### config.mk
export PLATFORM = sky130hd
export DESIGN_NAME = piso_tx
export DESIGN_NICKNAME = d
export VERILOG_FILES = /design/src/rtl/piso_tx.sv
export SDC_FILE = /design/constraint.sdc
export NUM_CORES = 1
export LEC_CHECK = 0
export CAP_MARGIN = 10
export CORE_MARGIN = 10
export CORE_UTILIZATION = 45
export CTS_BUF_LIST = sky130_fd_sc_hd__clkbuf_4 sky130_fd_sc_hd__clkbuf_8
export DETAILED_ROUTE_END_ITERATION = 10
export PLACE_DENSITY = 0.7
export SETUP_SLACK_MARGIN = 0.15
export SYNTH_ARGS = -nofsm -noshare
export SYNTH_HDL_FRONTEND = slang
export SYNTH_SLANG_ARGS = --single-unit
### constraint.sdc
create_clock -name clk -period 1.9 [get_ports clk]
set_input_delay 0.57 -clock clk [delete_from_list [all_inputs] [get_ports clk]]
set_output_delay 0.57 -clock clk [all_outputs]
set_load 0.1 [all_outputs]
### src/rtl/piso_tx.sv
// piso_tx: parallel-in serial-out transmitter with a valid/ready load handshake and a one-cycle done pulse.
module piso_tx #(
  parameter int WIDTH      = 24,
  parameter int BIT_CYCLES = 1,
  parameter bit LSB_FIRST  = 1'b0,
  parameter bit IDLE_LEVEL = 1'b0
) (
  input  logic             clk,
  input  logic             rst_n,
  input  logic [WIDTH-1:0] data_i,
  input  logic             valid_i,
  output logic             ready_o,
  output logic             ser_o,
  output logic             frame_o,
  output logic             done_o
);
  localparam int CW = $clog2(BIT_CYCLES) + 1;
  localparam int BW = $clog2(WIDTH) + 1;
  typedef enum logic [1:0] {IDLE = 2'd0, SHIFT = 2'd1, DONE = 2'd2} state_t;
  state_t           state_q, state_d;
  logic [WIDTH-1:0] sh_q, sh_d;
  logic [CW-1:0]    cyc_q, cyc_d;
  logic [BW-1:0]    bit_q, bit_d;
  logic             last_cyc, last_bit;
  assign last_cyc = cyc_q == CW'(BIT_CYCLES - 1);
  assign last_bit = bit_q == BW'(WIDTH - 1);
  always_comb begin
    state_d = state_q;
    sh_d    = sh_q;
    cyc_d   = cyc_q;
    bit_d   = bit_q;
    case (state_q)
      IDLE: if (valid_i) begin
        state_d = SHIFT;
        sh_d    = data_i;
        cyc_d   = '0;
        bit_d   = '0;
      end
      SHIFT: if (last_cyc) begin
        cyc_d   = '0;
        sh_d    = LSB_FIRST ? sh_q >> 1 : sh_q << 1;
        bit_d   = last_bit ? '0 : bit_q + 1'b1;
        state_d = last_bit ? DONE : SHIFT;
      end else begin
        cyc_d = cyc_q + 1'b1;
      end
      DONE:    state_d = IDLE;
      default: state_d = IDLE;
    endcase
  end
  always_ff @(posedge clk or negedge rst_n) begin
    if (!rst_n) begin
      state_q <= IDLE;
      sh_q    <= '0;
      cyc_q   <= '0;
      bit_q   <= '0;
    end else begin
      state_q <= state_d;
      sh_q    <= sh_d;
      cyc_q   <= cyc_d;
      bit_q   <= bit_d;
    end
  end
  // ready is gated by rst_n so it drops for the whole time reset is held
  assign ready_o = (state_q == IDLE) && rst_n;
  assign frame_o = state_q == SHIFT;
  assign done_o  = state_q == DONE;
  assign ser_o   = frame_o ? (LSB_FIRST ? sh_q[0] : sh_q[WIDTH-1]) : IDLE_LEVEL;
endmodule

==> results of run 1 <==
==> area by class of cell <==
class	count	area [um^2]	share of cell area, %
Tap cell	46	57.6	2.58
Clock buffer	5	37.5	1.69
Timing Repair Buffer	50	543	24.4
Inverter	1	11.3	0.506
Sequential cell	32	802	36.0
Multi-Input combinational cell	123	776	34.8
==> report_power, final <==
part           switching (W)  leakage, nW  total, W  internal [W]
clock               0.000209       0.0230  0.000332      0.000123
combinational       0.000509        0.526  0.000994      0.000484
sequential          0.000195        0.422   0.00111      0.000916
total               0.000913        0.971   0.00244       0.00152
==> flip-flops by register name, summed over array words and instances (netlist names) <==
register  count
bit_q         6
sh_q         24
state_q       2
==> metal layers <==
metal / routed length (um) / vias to the layer above / track usage, %
met2: 1920 / 30 / 21.2
met5: 0 / - / 0
li1: - / 687 / -
met3: 223 / 4 / 3.83
met4: 46 / 0 / 5.81
met1: 1890 / 681 / 16.1
==> cells in the final DEF, fill, tap and decap left out, drive strengths merged, types with 5 or more instances in the layout <==
cell type / count
a21oi: 17
a22oi: 15
buf: 23
clkbuf: 5
clkdlybuf4s50: 25
dfrtp: 32
mux2i: 9
nand2: 17
nor2b: 18
o21ai: 28
==> synthesized netlist by cell type, types with 3 or more instances <==
cell type | count | area, um^2
clkbuf_1 | 6 | 22.5
o21ai_1 | 4 | 20.0
nor2b_1 | 18 | 113
buf_2 | 3 | 15.0
nand2_1 | 17 | 63.8
mux2i_1 | 9 | 90.1
a22oi_1 | 15 | 113
nand3_1 | 3 | 15.0
dfrtp_1 | 32 | 801
o21ai_0 | 24 | 120
a21oi_1 | 17 | 85.1
==> timing repair <==
item,CTS,global route
buffers inserted,6,0
pin swaps,1,0
endpoints found under the setup margin,4,4
gates resized for setup,5,0
cloned,1,0
==> cell families after synthesis <==
family	share of synthesized area [%]
flops	49.6
compound gates	22.8
buf+inv	4.18
mux	5.58
simple gates	17.1
fa+ha+maj	0.774
==> how the worst min path moves through the flow <==
stage                        start  endpoint  slack (ns)  cells after the start
after detailed placement  sh_q[21]  sh_q[21]        0.47                      2
after floorplan              rst_n  bit_q[0]        0.27                      0
final                        rst_n   sh_q[6]        0.41                      2
after global placement    sh_q[21]  sh_q[21]        0.46                      2
after global routing         rst_n   sh_q[8]        0.44                      2
after CTS                    rst_n   sh_q[6]        0.41                      2
==> through the flow <==
stage | worst slack (ns) | TNS (ns)
2_1_floorplan | -0.197 | -0.197
3_3_place_gp | -0.184 | -0.184
3_5_place_dp | -0.185 | -0.185
4_1_cts | -0.0201 | -0.0201
5_1_grt | -0.0594 | -0.123
6_report | 0.00541 | 0
==> results.txt, run 1 <==
Hold WS: 0.407 ns
crit-path cells: buf_12 > nor3b_4 > buf_12
Worst-Skew Late Latency: 0.33 ns
CTS Buf Count: 5
vias: 1402
Seq/Total Area, Yosys: 49.6%
setup repair after global routing missed its margin: true
Final Non-Filler Cells: 257
Worst setup SP type: register
global route total overflow: 0
1st-iter DRT viols: 114
Root Driver: clkbuf_4
Yosys reg bits: 32
core area: 3390 um^2
Die ar.: 6390 um^2
CTS tree: done
max cap viols: 0
DP Wirelength: 2.88 mm
EDFF count, synth: 0
DRT antenna net count: 0
antenna violations before repair: 0
area delta synth->final: 37.9%
I/O pins: 31
# DRC: 0
Num Clock Sinks: 32
critical path capture point type: output port
RR Endpoint: sh_q[19]
# diodes: 0
Crit Path Category: register to output port
Fillers: 260
CP top delay family: flip-flops
FMAX: 0.528 GHz
Power Total: 0.00244 W
share of flip-flops with an asynchronous set or reset: 100%
Final Hold Vio Count: 0
slowest stage delay, CP: 0.43 ns
Top FF cell, synth: dfrtp_1
Nets: 241
peak supply drop: 0.729 mV
Routed Wire Length: 4.07 mm
Leakage: 0.971 nW
Clock Skews: 0.0108 ns
vias in the first global route: 1423
slowest CP cell: dfrtp_1
Post-Synthesis Cells: 168
Layout Utilization: 65.7%
syn avg cell area: 9.61 um^2
H-tree levels: 2
# rows: 21
pin count of the biggest net entering global routing: 33
Total GRT Usage: 13.3%
reg2reg path depth: 6
share of layout cells above drive strength 1: 17.1%
min cycle time layout: 1.89 ns
Layout Cell Area excl Fill: 2230 um^2
final worst path period share: 99.7%
GPL Wtd Cong: 0.744
PwrDens: 1090 nW/um^2
via/cell ratio: 5.46
Worst Path Max Fanout: 4
dpl cells: 245
PortBufs: 30
Slew @ Worst Pin: 0.440 ns
Worst EP arrival: 1.32 ns
Worst Hold Class: input port to async pin
YS warnings: 0
Crit path required time: 1.33 ns
reg2reg setup slack: 0.39 ns
sum of buffers and inverters on the critical path: 2
CTS Hold Bufs: 0
Top cell by count, worst path: buf_12
Chip Width: 79.9 um
Slew Viols, Final: 0
crit path to: ready_o
Setup violations, final: 0
status: completed
initial core utilization: 47.7%
Crit. Startpoint: state_q[1]
syn nets: 196
first-pass GRT wire length: 6.73 mm
Synth Cell Area: 1620 um^2
post-synthesis cell type count: 26
Initial DRT Pass Iterations: 4
Worst-path clk slew: 0.10 ns
max-slew headroom at the worst pin: 70.6%
critical path depth: 3
Die Y: 79.9 um
Placed Area: 2090 um^2
reg2reg start: state_q[1]
Max clock buf depth: 2
WL/cell: 15.9 um
Power figures use the tool's default switching activity.
==> run 2: changes to the inputs <==
--- a/config.mk
+++ b/config.mk
@@ -7,11 +7,12 @@
 export LEC_CHECK = 0
 export CAP_MARGIN = 10
 export CORE_MARGIN = 10
-export CORE_UTILIZATION = 45
+export CORE_UTILIZATION = 53
 export CTS_BUF_LIST = sky130_fd_sc_hd__clkbuf_4 sky130_fd_sc_hd__clkbuf_8
 export DETAILED_ROUTE_END_ITERATION = 10
-export PLACE_DENSITY = 0.7
+export PLACE_DENSITY = 0.8
 export SETUP_SLACK_MARGIN = 0.15
+export SKIP_LAST_GASP = 1
 export SYNTH_ARGS = -nofsm -noshare
 export SYNTH_HDL_FRONTEND = slang
 export SYNTH_SLANG_ARGS = --single-unit
==> run 2 against run 1 <==
  * The flow now finishes with violations (negative setup slack)
  * First-iteration DRC count rose by 39%
  * Combinational power rose by 0.5%
  * Utilization up 13 points
  * Worst hold slack worse by 0.0025 ns
  * Worst setup slack got worse by 0.0060 ns
  * Critical path depth did not move
  * Sequential power barely moved
  * Highest routed layer unchanged
  * Critical path type unchanged
  * Die area down 11%
  * Maximum frequency is 0.32% lower
  * Cell count is 5.4% lower
==> results.txt, run 2 (same netlist as run 1, synthesis figures left out) <==
Crit path required time: 1.33 ns
Comb pwr share: 40.4%
critical path capture point type: output port
area of the multi-input gates: 776 um^2
H-tree levels: 2
Worst EP arrival: 1.33 ns
global route total overflow: 0
vias: 1430
Worst-path clk slew: 0.10 ns
Fillers: 191
Routed Wire Length: 3.99 mm
peak supply drop: 0.675 mV
Die ar.: 5660 um^2
GPL Wtd Cong: 0.801
Num Clock Sinks: 32
Hold WS: 0.405 ns
initial core utilization: 57.1%
Place WS: -0.165 ns
Chip Width: 75.2 um
Setup TNS Final: -0.000608 ns
1st-iter DRT viols: 158
WL/cell: 16.4 um
Worst setup SP type: register
Setup violations, final: 1
Total GRT Usage: 15.6%
register area: 802 um^2
sw frac: 37.6%
area delta synth->final: 37.3%
Largest regs: sh_q x24, bit_q x6, state_q x2
share of layout cells above drive strength 1: 17.5%
Top cell by count, worst path: buf_12
Leakage: 0.974 nW
first-pass GRT wire length: 6.76 mm
pin count of the biggest net entering global routing: 33
Power Total: 0.00248 W
Clock Skews: 0.00856 ns
DRT antenna net count: 0
most frequent cells in the layout: dfrtp_1, clkdlybuf4s50_1, o21ai_0
CTS Buf Count: 5
min cycle time layout: 1.90 ns
Nets: 240
max reg flops: 24
Slew Viols, Final: 0
sum of buffers and inverters on the critical path: 2
antenna violations before repair: 0
max cap viols: 0
I/O pins: 31
# diodes: 0
via/cell ratio: 5.88
CTS tree: done
Worst-Skew Late Latency: 0.34 ns
final worst path period share: 100%
PwrDens: 1120 nW/um^2
Crit Path Category: register to output port
PortBufs: 30
# rows: 19
Slew @ Worst Pin: 0.460 ns
core area: 2830 um^2
CP top delay family: flip-flops
failing checks: negative setup slack
CTS Hold Bufs: 0
status: complete, but fails checks
DP Wirelength: 2.70 mm
setup repair after global routing missed its margin: true
Root Driver: clkbuf_4
Worst Path Max Fanout: 3
Worst Hold Class: input port to async pin
Final Hold Vio Count: 0
Seq pwr share: 44.6%
Switch Pwr: 0.000931 W
Clk network pwr share: 15.1%
Most flops, register: sh_q
# DRC: 0
max-slew headroom at the worst pin: 69.2%
Layout Utilization: 78.4%
FMAX: 0.526 GHz
Die Y: 75.2 um
crit-path cells: buf_12 > nor3b_4 > buf_12
slowest CP cell: dfrtp_1
commonest non-fill, non-tap cell in the layout: dfrtp_1
P_int: 0.00154 W
setup ws final: -0.000608 ns
slowest stage delay, CP: 0.43 ns
Initial DRT Pass Iterations: 5
vias in the first global route: 1433
Max clock buf depth: 2
run 2: repair_timing:
item	4_1_cts	5_1_grt
hold endpoints to repair	0	0
setup buffers	6	0
gates resized for setup	9	1
cloned	1	0
setup endpoints to repair	4	5
pin swaps	1	0
run 2: final timing paths:
kind / slack (ns) / to / from / cells after the start
max reg2reg: 0.32 / bit_q[2] / state_q[1] / 7
min in group clk: 0.49 / sh_q[20] / sh_q[20] / 2
min: 0.40 / sh_q[13] / rst_n / 2
max in group asynchronous: 1.19 / state_q[0] / rst_n / 2
max: -0.0006 / ready_o / state_q[1] / 3
min reg2reg: 0.49 / sh_q[20] / sh_q[20] / 2
run 2: area by class of cell:
| class | instances | share of cell area, % |
|---|---|---|
| sequential | 32 | 36.2 |
| multi-input combinational | 123 | 35.0 |
| tap | 31 | 1.75 |
| timing repair buffer | 49 | 24.3 |
| inverter | 1 | 0.508 |
| clock buffer | 6 | 2.03 |
| clock inverter | 1 | 0.226 |
run 2: per-layer routing:
layer | up-vias | track usage [%] | part of all wire [%]
met2 | 48 | 24.7 | 49
met1 | 681 | 18.3 | 42
met4 | 0 | 8.04 | 2.6
li1 | 688 | - | -
met3 | 13 | 5.52 | 6.8
met5 | - | 0 | 0
run 2: through the flow:
step / cells / area (um^2)
2_1_floorplan: 168 / 1670
3_3_place_gp: 229 / 2060
3_5_place_dp: 229 / 2060
4_1_cts: 243 / 2220
5_1_grt: 243 / 2220
6_report: 243 / 2220
run 2: worst reg2reg max path: stages (launching register included):
cell      delay (ns)
dfrtp_1         0.43
buf_12          0.15
buf_4           0.14
buf_4           0.16
o21bai_1        0.17
buf_4           0.17
o21ai_0         0.15
o21ai_0         0.10
run 2: power groups by stage:
stage / clock network [W] / registers (W) / logic (W)
after floorplan: 0 / 0.00106 / 0.000692
after detailed placement: 0 / 0.00111 / 0.000943
final: 0.000373 / 0.00110 / 0.000999
after CTS: 0.000382 / 0.00110 / 0.00100
after global placement: 0 / 0.00109 / 0.000897
after global routing: 0.000420 / 0.00114 / 0.00110
==> run 3: changes to the inputs <==
--- a/config.mk
+++ b/config.mk
@@ -9,6 +9,7 @@
 export CORE_MARGIN = 10
 export CORE_UTILIZATION = 53
 export CTS_BUF_LIST = sky130_fd_sc_hd__clkbuf_4 sky130_fd_sc_hd__clkbuf_8
+export CTS_CLUSTER_DIAMETER = 60
 export DETAILED_ROUTE_END_ITERATION = 10
 export PLACE_DENSITY = 0.8
 export SETUP_SLACK_MARGIN = 0.15
==> results of run 3 <==
No change in the layout: final DEF, timing and power equal those of run 2.
